`config.mk`:
```
export PLATFORM = sky130hd
export DESIGN_NAME = ncsu_bus_arbiter_flat
export DESIGN_NICKNAME = d
export VERILOG_FILES = /design/src/rtl/ncsu_bus_arbiter_if.sv /design/src/rtl/ncsu_bus_arbiter.sv /design/src/flat_wrapper.sv
export SDC_FILE = /design/constraint.sdc
export NUM_CORES = 1
export LEC_CHECK = 0
export ABC_AREA = 1
export CORE_MARGIN = 3
export CORE_UTILIZATION = 50
export DETAILED_ROUTE_END_ITERATION = 7
export PLACE_DENSITY = 0.87
export SLEW_MARGIN = 15
export SYNTH_ARGS = -nofsm -noshare
export SYNTH_HDL_FRONTEND = slang
export SYNTH_SLANG_ARGS = --single-unit
```
`constraint.sdc`:
```
create_clock -name clock -period 2.8 [get_ports clock]
set_clock_uncertainty 0.1 [all_clocks]
set_input_delay 0.7 -clock clock [delete_from_list [all_inputs] [get_ports clock]]
set_output_delay 0.7 -clock clock [all_outputs]
set_load 0.02 [all_outputs]
```
`src/rtl/ncsu_bus_arbiter_if.sv`:
```
// Request/priority inputs and grant outputs shared between the bus masters and
// ncsu_bus_arbiter. Unit i priority sits at prio[i*PRIOWIDTH +: PRIOWIDTH].
interface ncsu_bus_arbiter_if #(
  parameter int unsigned NUMUNITS     = 8,
  parameter int unsigned ADDRESSWIDTH = 3,
  parameter int unsigned PRIOWIDTH    = 3
) ();

  logic                          roundORpriority;
  logic                          lock;
  logic [NUMUNITS-1:0]           request;
  logic [PRIOWIDTH*NUMUNITS-1:0] prio;
  logic [NUMUNITS-1:0]           grant;
  logic                          grant_valid;
  logic [ADDRESSWIDTH-1:0]       grant_id;
  logic                          timeout;

  modport master (
    output roundORpriority, lock, request, prio,
    input  grant, grant_valid, grant_id, timeout
  );

  modport slave (
    input  roundORpriority, lock, request, prio,
    output grant, grant_valid, grant_id, timeout
  );

endinterface

```
`src/rtl/ncsu_bus_arbiter.sv`:
```
// Round-robin / priority bus arbiter with per-tenure hold timeout.
// A grant is held until the owner drops its request or a contended hold expires.
module ncsu_bus_arbiter #(
  parameter int unsigned NUMUNITS     = 8,
  parameter int unsigned ADDRESSWIDTH = 3,
  parameter int unsigned PRIOWIDTH    = 3,
  parameter int unsigned MAXHOLD      = 16
) (
  input logic               clock,
  input logic               reset,
  ncsu_bus_arbiter_if.slave bus
);

  localparam int unsigned HOLDWIDTH = (MAXHOLD > 2) ? $clog2(MAXHOLD) : 1;
  localparam int unsigned HOLD_LAST = (MAXHOLD == 0) ? 0 : MAXHOLD - 1;
  localparam logic [HOLDWIDTH-1:0]    HOLD_LAST_V = HOLDWIDTH'(HOLD_LAST);
  localparam logic [ADDRESSWIDTH-1:0] LAST_UNIT   = ADDRESSWIDTH'(NUMUNITS - 1);

  typedef enum logic {
    IDLE = 1'b0,
    BUSY = 1'b1
  } state_e;

  state_e                  state_q, state_d;
  logic [ADDRESSWIDTH-1:0] next_q, next_d;
  logic [HOLDWIDTH-1:0]    hold_q, hold_d;
  logic [NUMUNITS-1:0]     grant_q, grant_d;
  logic [ADDRESSWIDTH-1:0] grant_id_q, grant_id_d;
  logic                    grant_valid_q, grant_valid_d;
  logic                    timeout_q, timeout_d;

  logic [PRIOWIDTH-1:0]    min_prio_c;
  logic [NUMUNITS-1:0]     eligible_c;
  logic [ADDRESSWIDTH-1:0] winner_c;
  logic                    win_found_c;
  logic                    others_waiting_c;
  logic                    timeout_hit_c;

  // (base + off) mod NUMUNITS, valid for off < NUMUNITS
  function automatic logic [ADDRESSWIDTH-1:0] wrap_add(input logic [ADDRESSWIDTH-1:0] base,
                                                       input int unsigned off);
    int unsigned s;
    s = 32'(base) + off;
    if (s >= NUMUNITS) s = s - NUMUNITS;
    return ADDRESSWIDTH'(s);
  endfunction

  // Most urgent priority among units that are actually requesting
  always_comb begin
    min_prio_c = '1;
    for (int i = 0; i < NUMUNITS; i++) begin
      if (bus.request[i] && (bus.prio[i*PRIOWIDTH +: PRIOWIDTH] < min_prio_c)) begin
        min_prio_c = bus.prio[i*PRIOWIDTH +: PRIOWIDTH];
      end
    end
  end

  always_comb begin
    eligible_c = '0;
    for (int i = 0; i < NUMUNITS; i++) begin
      eligible_c[i] = bus.request[i] &&
                      (!bus.roundORpriority || (bus.prio[i*PRIOWIDTH +: PRIOWIDTH] == min_prio_c));
    end
  end

  // First eligible unit scanning upward from next, wrapping at NUMUNITS
  always_comb begin
    winner_c    = '0;
    win_found_c = 1'b0;
    for (int unsigned k = 0; k < NUMUNITS; k++) begin
      if (!win_found_c && eligible_c[wrap_add(next_q, k)]) begin
        winner_c    = wrap_add(next_q, k);
        win_found_c = 1'b1;
      end
    end
  end

  assign others_waiting_c = |(bus.request & ~grant_q);
  assign timeout_hit_c    = (MAXHOLD != 0) && (hold_q == HOLD_LAST_V) &&
                            !bus.lock && others_waiting_c;

  always_comb begin
    state_d       = state_q;
    next_d        = next_q;
    hold_d        = hold_q;
    grant_d       = grant_q;
    grant_id_d    = grant_id_q;
    grant_valid_d = grant_valid_q;
    timeout_d     = 1'b0;
    unique case (state_q)
      IDLE: begin
        if (win_found_c) begin
          grant_d       = NUMUNITS'(1) << winner_c;
          grant_id_d    = winner_c;
          grant_valid_d = 1'b1;
          next_d        = (winner_c == LAST_UNIT) ? '0 : winner_c + ADDRESSWIDTH'(1);
          hold_d        = '0;
          state_d       = BUSY;
        end
      end
      BUSY: begin
        if (!bus.request[grant_id_q]) begin
          grant_d       = '0;
          grant_valid_d = 1'b0;
          state_d       = IDLE;
        end else if (timeout_hit_c) begin
          grant_d       = '0;
          grant_valid_d = 1'b0;
          timeout_d     = 1'b1;
          state_d       = IDLE;
        end else if (hold_q != HOLD_LAST_V) begin
          hold_d = hold_q + HOLDWIDTH'(1);
        end
      end
    endcase
  end

  always_ff @(posedge clock or negedge reset) begin
    if (!reset) begin
      state_q       <= IDLE;
      next_q        <= '0;
      hold_q        <= '0;
      grant_q       <= '0;
      grant_id_q    <= '0;
      grant_valid_q <= 1'b0;
      timeout_q     <= 1'b0;
    end else begin
      state_q       <= state_d;
      next_q        <= next_d;
      hold_q        <= hold_d;
      grant_q       <= grant_d;
      grant_id_q    <= grant_id_d;
      grant_valid_q <= grant_valid_d;
      timeout_q     <= timeout_d;
    end
  end

  assign bus.grant       = grant_q;
  assign bus.grant_valid = grant_valid_q;
  assign bus.grant_id    = grant_id_q;
  assign bus.timeout     = timeout_q;

endmodule
```
`src/flat_wrapper.sv`:
```
// flat-port wrapper written by rule: the top's interface ports become plain ports
module ncsu_bus_arbiter_flat 
#(
  parameter int unsigned NUMUNITS     = 8,
  parameter int unsigned ADDRESSWIDTH = 3,
  parameter int unsigned PRIOWIDTH    = 3,
  parameter int unsigned MAXHOLD      = 16
)
  (clock, reset, bus_roundORpriority, bus_lock, bus_request, bus_prio, bus_grant, bus_grant_valid, bus_grant_id, bus_timeout);
  ncsu_bus_arbiter_if #(.NUMUNITS(NUMUNITS), .ADDRESSWIDTH(ADDRESSWIDTH), .PRIOWIDTH(PRIOWIDTH)) bus_i ();
  input logic clock;
  input logic reset;
  input wire logic [$bits(bus_i.roundORpriority)-1:0] bus_roundORpriority;
  input wire logic [$bits(bus_i.lock)-1:0] bus_lock;
  input wire logic [$bits(bus_i.request)-1:0] bus_request;
  input wire logic [$bits(bus_i.prio)-1:0] bus_prio;
  output wire logic [$bits(bus_i.grant)-1:0] bus_grant;
  output wire logic [$bits(bus_i.grant_valid)-1:0] bus_grant_valid;
  output wire logic [$bits(bus_i.grant_id)-1:0] bus_grant_id;
  output wire logic [$bits(bus_i.timeout)-1:0] bus_timeout;
  assign bus_i.roundORpriority = bus_roundORpriority;
  assign bus_i.lock = bus_lock;
  assign bus_i.request = bus_request;
  assign bus_i.prio = bus_prio;
  assign bus_grant = bus_i.grant;
  assign bus_grant_valid = bus_i.grant_valid;
  assign bus_grant_id = bus_i.grant_id;
  assign bus_timeout = bus_i.timeout;
  ncsu_bus_arbiter #(.NUMUNITS(NUMUNITS), .ADDRESSWIDTH(ADDRESSWIDTH), .PRIOWIDTH(PRIOWIDTH), .MAXHOLD(MAXHOLD)) u_core (.clock(clock), .reset(reset), .bus(bus_i));
endmodule
```
==> results.ini, run 1 <==
[run_status]
status=stopped before the end
haltStage=5_1_grt
stop_error=[ERROR DPL-0038] Utilization greater than 100%, impossible to legalize

[yosys]
ys_warn_count=0
synth_top_family_by_area=simple AND/OR/NAND/NOR gates
synth_adder_area_share_pct=4.56
synth-simple-area-share_pct=54.2
yosys.area_share.xor_xnor_pct=1.45
synth-seq-cells=21
synth-compound-area-share_pct=9.86
synthCells=508
syn_nets=555
syn_avg_cell_area_um2=5.94
syn_area_um2=3020
yosysSeqAreaShare_pct=17.4
synthMuxAreaShare_pct=0.373
yosysUniqueCellTypes=38

[cts]
cts_buffers=3
h-tree-depth=1
root_buffer=clkbuf_8
clockBufferDepth=2
cts_sinks=21

[place]
numPortBuffers=48
post-dp-hpwl_um=9170
gp_congestion=0.963
place_inst=727

[die]
std_cell_rows=27
die_y_um=83.7
io_pins=49
initial_utilization_pct=53.2
chipWidth_um=83.7

[timing]
worst_endpoint=u_core.next_q[1]$_DFFE_PN0P_/D
worst-ep-kind=register data pin

[grt]
grt_max_degree=22

-- kinds of logic after synthesis --
family | after synthesis
and+or+nand+nor | 337
buffers and inverters | 83
AOI/OAI and AO/OA | 50
DFF | 21
adders and majority gates | 11
xor gates and xnor gates | 5
muxes | 1
-- through the flow --
stage	cell area [um2]	utilization [%]	TNS (ps)	setup slack [ps]
floorplan	3190	-	-73550	-3930
global placement	4510	79.5	-95990	-4870
detailed placement	4510	79.5	-103090	-5260
CTS	5190	91.5	-86550	-4400
-- synthesized netlist by cell type --
cell | count | area [um2]
o21ai_2 | 3 | 26.3
or2_2 | 4 | 25.0
nor2_8 | 1 | 20.0
inv_2 | 3 | 11.3
buf_6 | 2 | 22.5
nor2_2 | 4 | 25.0
nand2_2 | 16 | 100
nand4_1 | 15 | 93.8
o22ai_1 | 4 | 25.0
nand3_4 | 1 | 17.5
o21a_1 | 1 | 7.51
a221oi_1 | 1 | 8.76
a21oi_1 | 7 | 35.0
a21boi_0 | 1 | 7.51
o21ai_0 | 8 | 40.0
nand2_1 | 128 | 480
o21ai_1 | 20 | 100
a21oi_2 | 1 | 8.76
buf_2 | 1 | 5.00
mux2_2 | 1 | 11.3
nand3_1 | 130 | 651
inv_1 | 70 | 263
nand2_4 | 2 | 22.5
ha_1 | 11 | 138
buf_8 | 2 | 30.0
dfrtp_1 | 21 | 526
nand3b_1 | 4 | 30.0
clkbuf_4 | 1 | 7.51
clkbuf_1 | 1 | 3.75
nor3_1 | 1 | 5.00
a211oi_1 | 3 | 22.5
and3_1 | 1 | 6.26
xor2_1 | 5 | 43.8
o21ai_4 | 1 | 16.3
buf_4 | 3 | 22.5
nand3_2 | 5 | 50.1
nand4_4 | 1 | 21.3
nor2_1 | 24 | 90.1
-- what timing repair did --
item | CTS
buffers inserted | 32
endpoints found under the setup margin | 20
hold buffers | 0
pin swaps | 62
resized for setup | 118
==> inputs of run 2 (changes only) <==
- CORE_UTILIZATION: 50 -> 35
- PLACE_DENSITY: 0.87 -> not set
- PLACE_DENSITY_LB_ADDON: not set -> 0.15
- clock period: 2.8 -> 3.6 ns (I/O delays scaled with it)
==> run 2 against run 1 <==
Compared with the run above: the flow now finishes, with violations (setup timing); synthesized area unchanged; synthesized cell count unchanged.
==> results.ini, run 2 <==
[critical_path]
critPathTopFamily=simple AND/OR/NAND/NOR gates
critPathMaxFanout=7
worstPathArrival_ps=7570
crit_type=input pin to flop
setup.worst_path.end_class=flop
crit_path_top_delay_cell=a211oi_4
cp-start-kind=input pin
slowest_delay_ps=290
cp_data_required_time_ps=3650
crit_top_cell=nand2_2
path_buf_inv=7

[yosys]
async_flop_share_pct=100
synth_most_common_cell=nand3_1
dominantRegCellSynth=dfrtp_1
syn_nets=555
synth_top_area_share_pct=21.5
synthTopCellsByCount=nand3_1, nand2_1, inv_1
yosysUniqueCellTypes=38
synth_edf_count=0
ys_warn_count=0
yosys-top-cells-area=nand3_1, dfrtp_1, nand2_1, inv_1, ha_1
syn_avg_cell_area_um2=5.94
syn_area_um2=3020
synthCells=508
synth-seq-cells=21
yosysSeqAreaShare_pct=17.4
yosysTopAreaCell=nand3_1

[detailed_routing]
viasPerCell=5.44
dr.pass1.iters=5
drt_iter0_markers=214
totalWireLength_um=12700
wire_per_inst_um=15.5
ant_nets=0
route.detailed.drc=0
vias=4440

[timing]
setup_viol=20
hold_violations=0
worst_pin_slew_ps=922
timing.final.ws_setup_ps=-3930
maxSlewHeadroom_pct=38.4
rsz0062_at_grt=yes
drv_slew=0
finalCritPeriodShare_pct=209
max_freq_mhz=133
min_period_ps=7530

[grt]
antenna_found_initial=0
grt_pass1_vias=4184
grt_max_degree=22
overflow=0
grt_pass1_wl_um=19000
grt_util_all_layers_pct=23.1

[cts]
root_buffer=clkbuf_8
cts_tree=yes
insertion_delay_ps=260
cts_buffers=3
cts_hold_repair.buffers=0
h-tree-depth=1
cts_sinks=21
clockBufferDepth=2
path_clk_slew_ps=70

[die]
std_cell_rows=33
initial_utilization_pct=36.4
core_area_um2=8300
dieArea_um2=9780
io_pins=49
chipWidth_um=98.9
die_y_um=98.9

[cells_and_area]
area_delta_synth_final_pct=92.9
largest_register_ffs=8
fin_cells=816
mostFrequentLayoutCells=buf_4, nand2_1, nand3_1
antenna_cells=0
multi_input_area_um2=3050
drive_above_1_share_pct=50.4
regArea_um2=526
nets=759
utilization_pct=70.2
nFillCells=665
mostFrequentLayoutCell=buf_4

[run]
maxCapViolations=0

[run_status]
violations=setup timing
status=finished, violations left

[pwr]
p_per_area_nw_per_um2=851
p_leak_nw=2.88
irDropWorstVdd_uv=908

[worst_hold_path]
hold_class=flop to flop

[place]
post-dp-hpwl_um=8500
gp_congestion=0.914
place_inst=765
numPortBuffers=48

==> run 2: cell counts after synthesis <==
Identical to the previous run, type by type.
==> run 2: path summary, 6_finish.rpt <==
kind,from,endpoint,slack (ps),depth (start not counted)
setup reg to reg,u_core.next_q[0],u_core.next_q[1],540,19
setup / recovery,bus_prio[3],u_core.next_q[1],-3930,65
hold / removal,u_core.bus.grant_valid,u_core.bus.grant_valid,400,2
hold reg to reg,u_core.bus.grant_valid,u_core.bus.grant_valid,400,2
max in group asynchronous,reset,u_core.state_q,1790,1
min in group asynchronous,reset,u_core.bus.grant[3],1050,1
==> run 2: worst register-to-register path: cells and delay by family, from the launching register on <==
| kind | cells | cell delay, ps |
|---|---|---|
| buffers and inverters | 3 | 380 |
| adders and majority gates | 2 | 630 |
| and+or+nand+nor | 13 | 1450 |
| DFF | 1 | 340 |
| AOI/OAI and AO/OA | 1 | 50 |
==> run 2: area by class of cell <==
| type | instances | area share, % |
|---|---|---|
| multi-input cells | 404 | 52.4 |
| well taps | 105 | 2.26 |
| inverters | 73 | 5.11 |
| clock inverters | 1 | 0.0859 |
| repair buffers | 209 | 30.4 |
| flip-flops and latches | 21 | 9.02 |
| clock buffers | 3 | 0.709 |
==> run 2: per-stage QoR <==
step / hold WS [ps] / TNS [ps] / setup WS [ps] / instance area (um2) / power [mW]
4_1_cts: 412 / -72880 / -3740 / 5360 / 4.42
3_3_place_gp: 388 / -86820 / -4460 / 4590 / 3.46
2_1_floorplan: 385 / -61550 / -3330 / 3190 / 2.35
6_report: 405 / -75640 / -3930 / 5820 / 4.95
5_1_grt: 469 / -84460 / -4380 / 5820 / 5.31
3_5_place_dp: 390 / -90290 / -4670 / 4590 / 3.52
==> run 2: cells by family (layout without fill, tap and decap cells) <==
logic type	count (synthesis)	after routing	share of synthesized area, %
adders and majority gates	11	11	4.56
and+or+nand+nor	337	337	54.2
xor gates and xnor gates	5	5	1.45
AOI/OAI and AO/OA	50	50	9.86
DFF	21	21	17.4
buffers and inverters	83	286	12.1
muxes	1	1	0.373
==> run 2: timing repair <==
item                                    4_1_cts  5_1_grt
resized for setup                           127       84
hold endpoints to repair                      0        0
gates cloned                                  0        0
buffers inserted                             32       17
endpoints found under the setup margin       20       20
pin swaps                                    59       87
==> run 2: power by group <==
part	total [mW]	switching [mW]	internal, mW
sequential	0.419	0.0944	0.324
clock	0.154	0.0768	0.0772
combinational	4.38	2.47	1.91
total	4.95	2.65	2.31
==> run 2: metal layers <==
metal	global-route usage (%)	vias to the layer above	part of all wire [%]
li1	-	2106	-
met1	27.9	2105	41
met2	42.4	172	50
met3	2.26	57	5.2
met4	8.19	0	3.9
met5	0	-	0
Note: power is estimated with default switching activity, not from simulation.
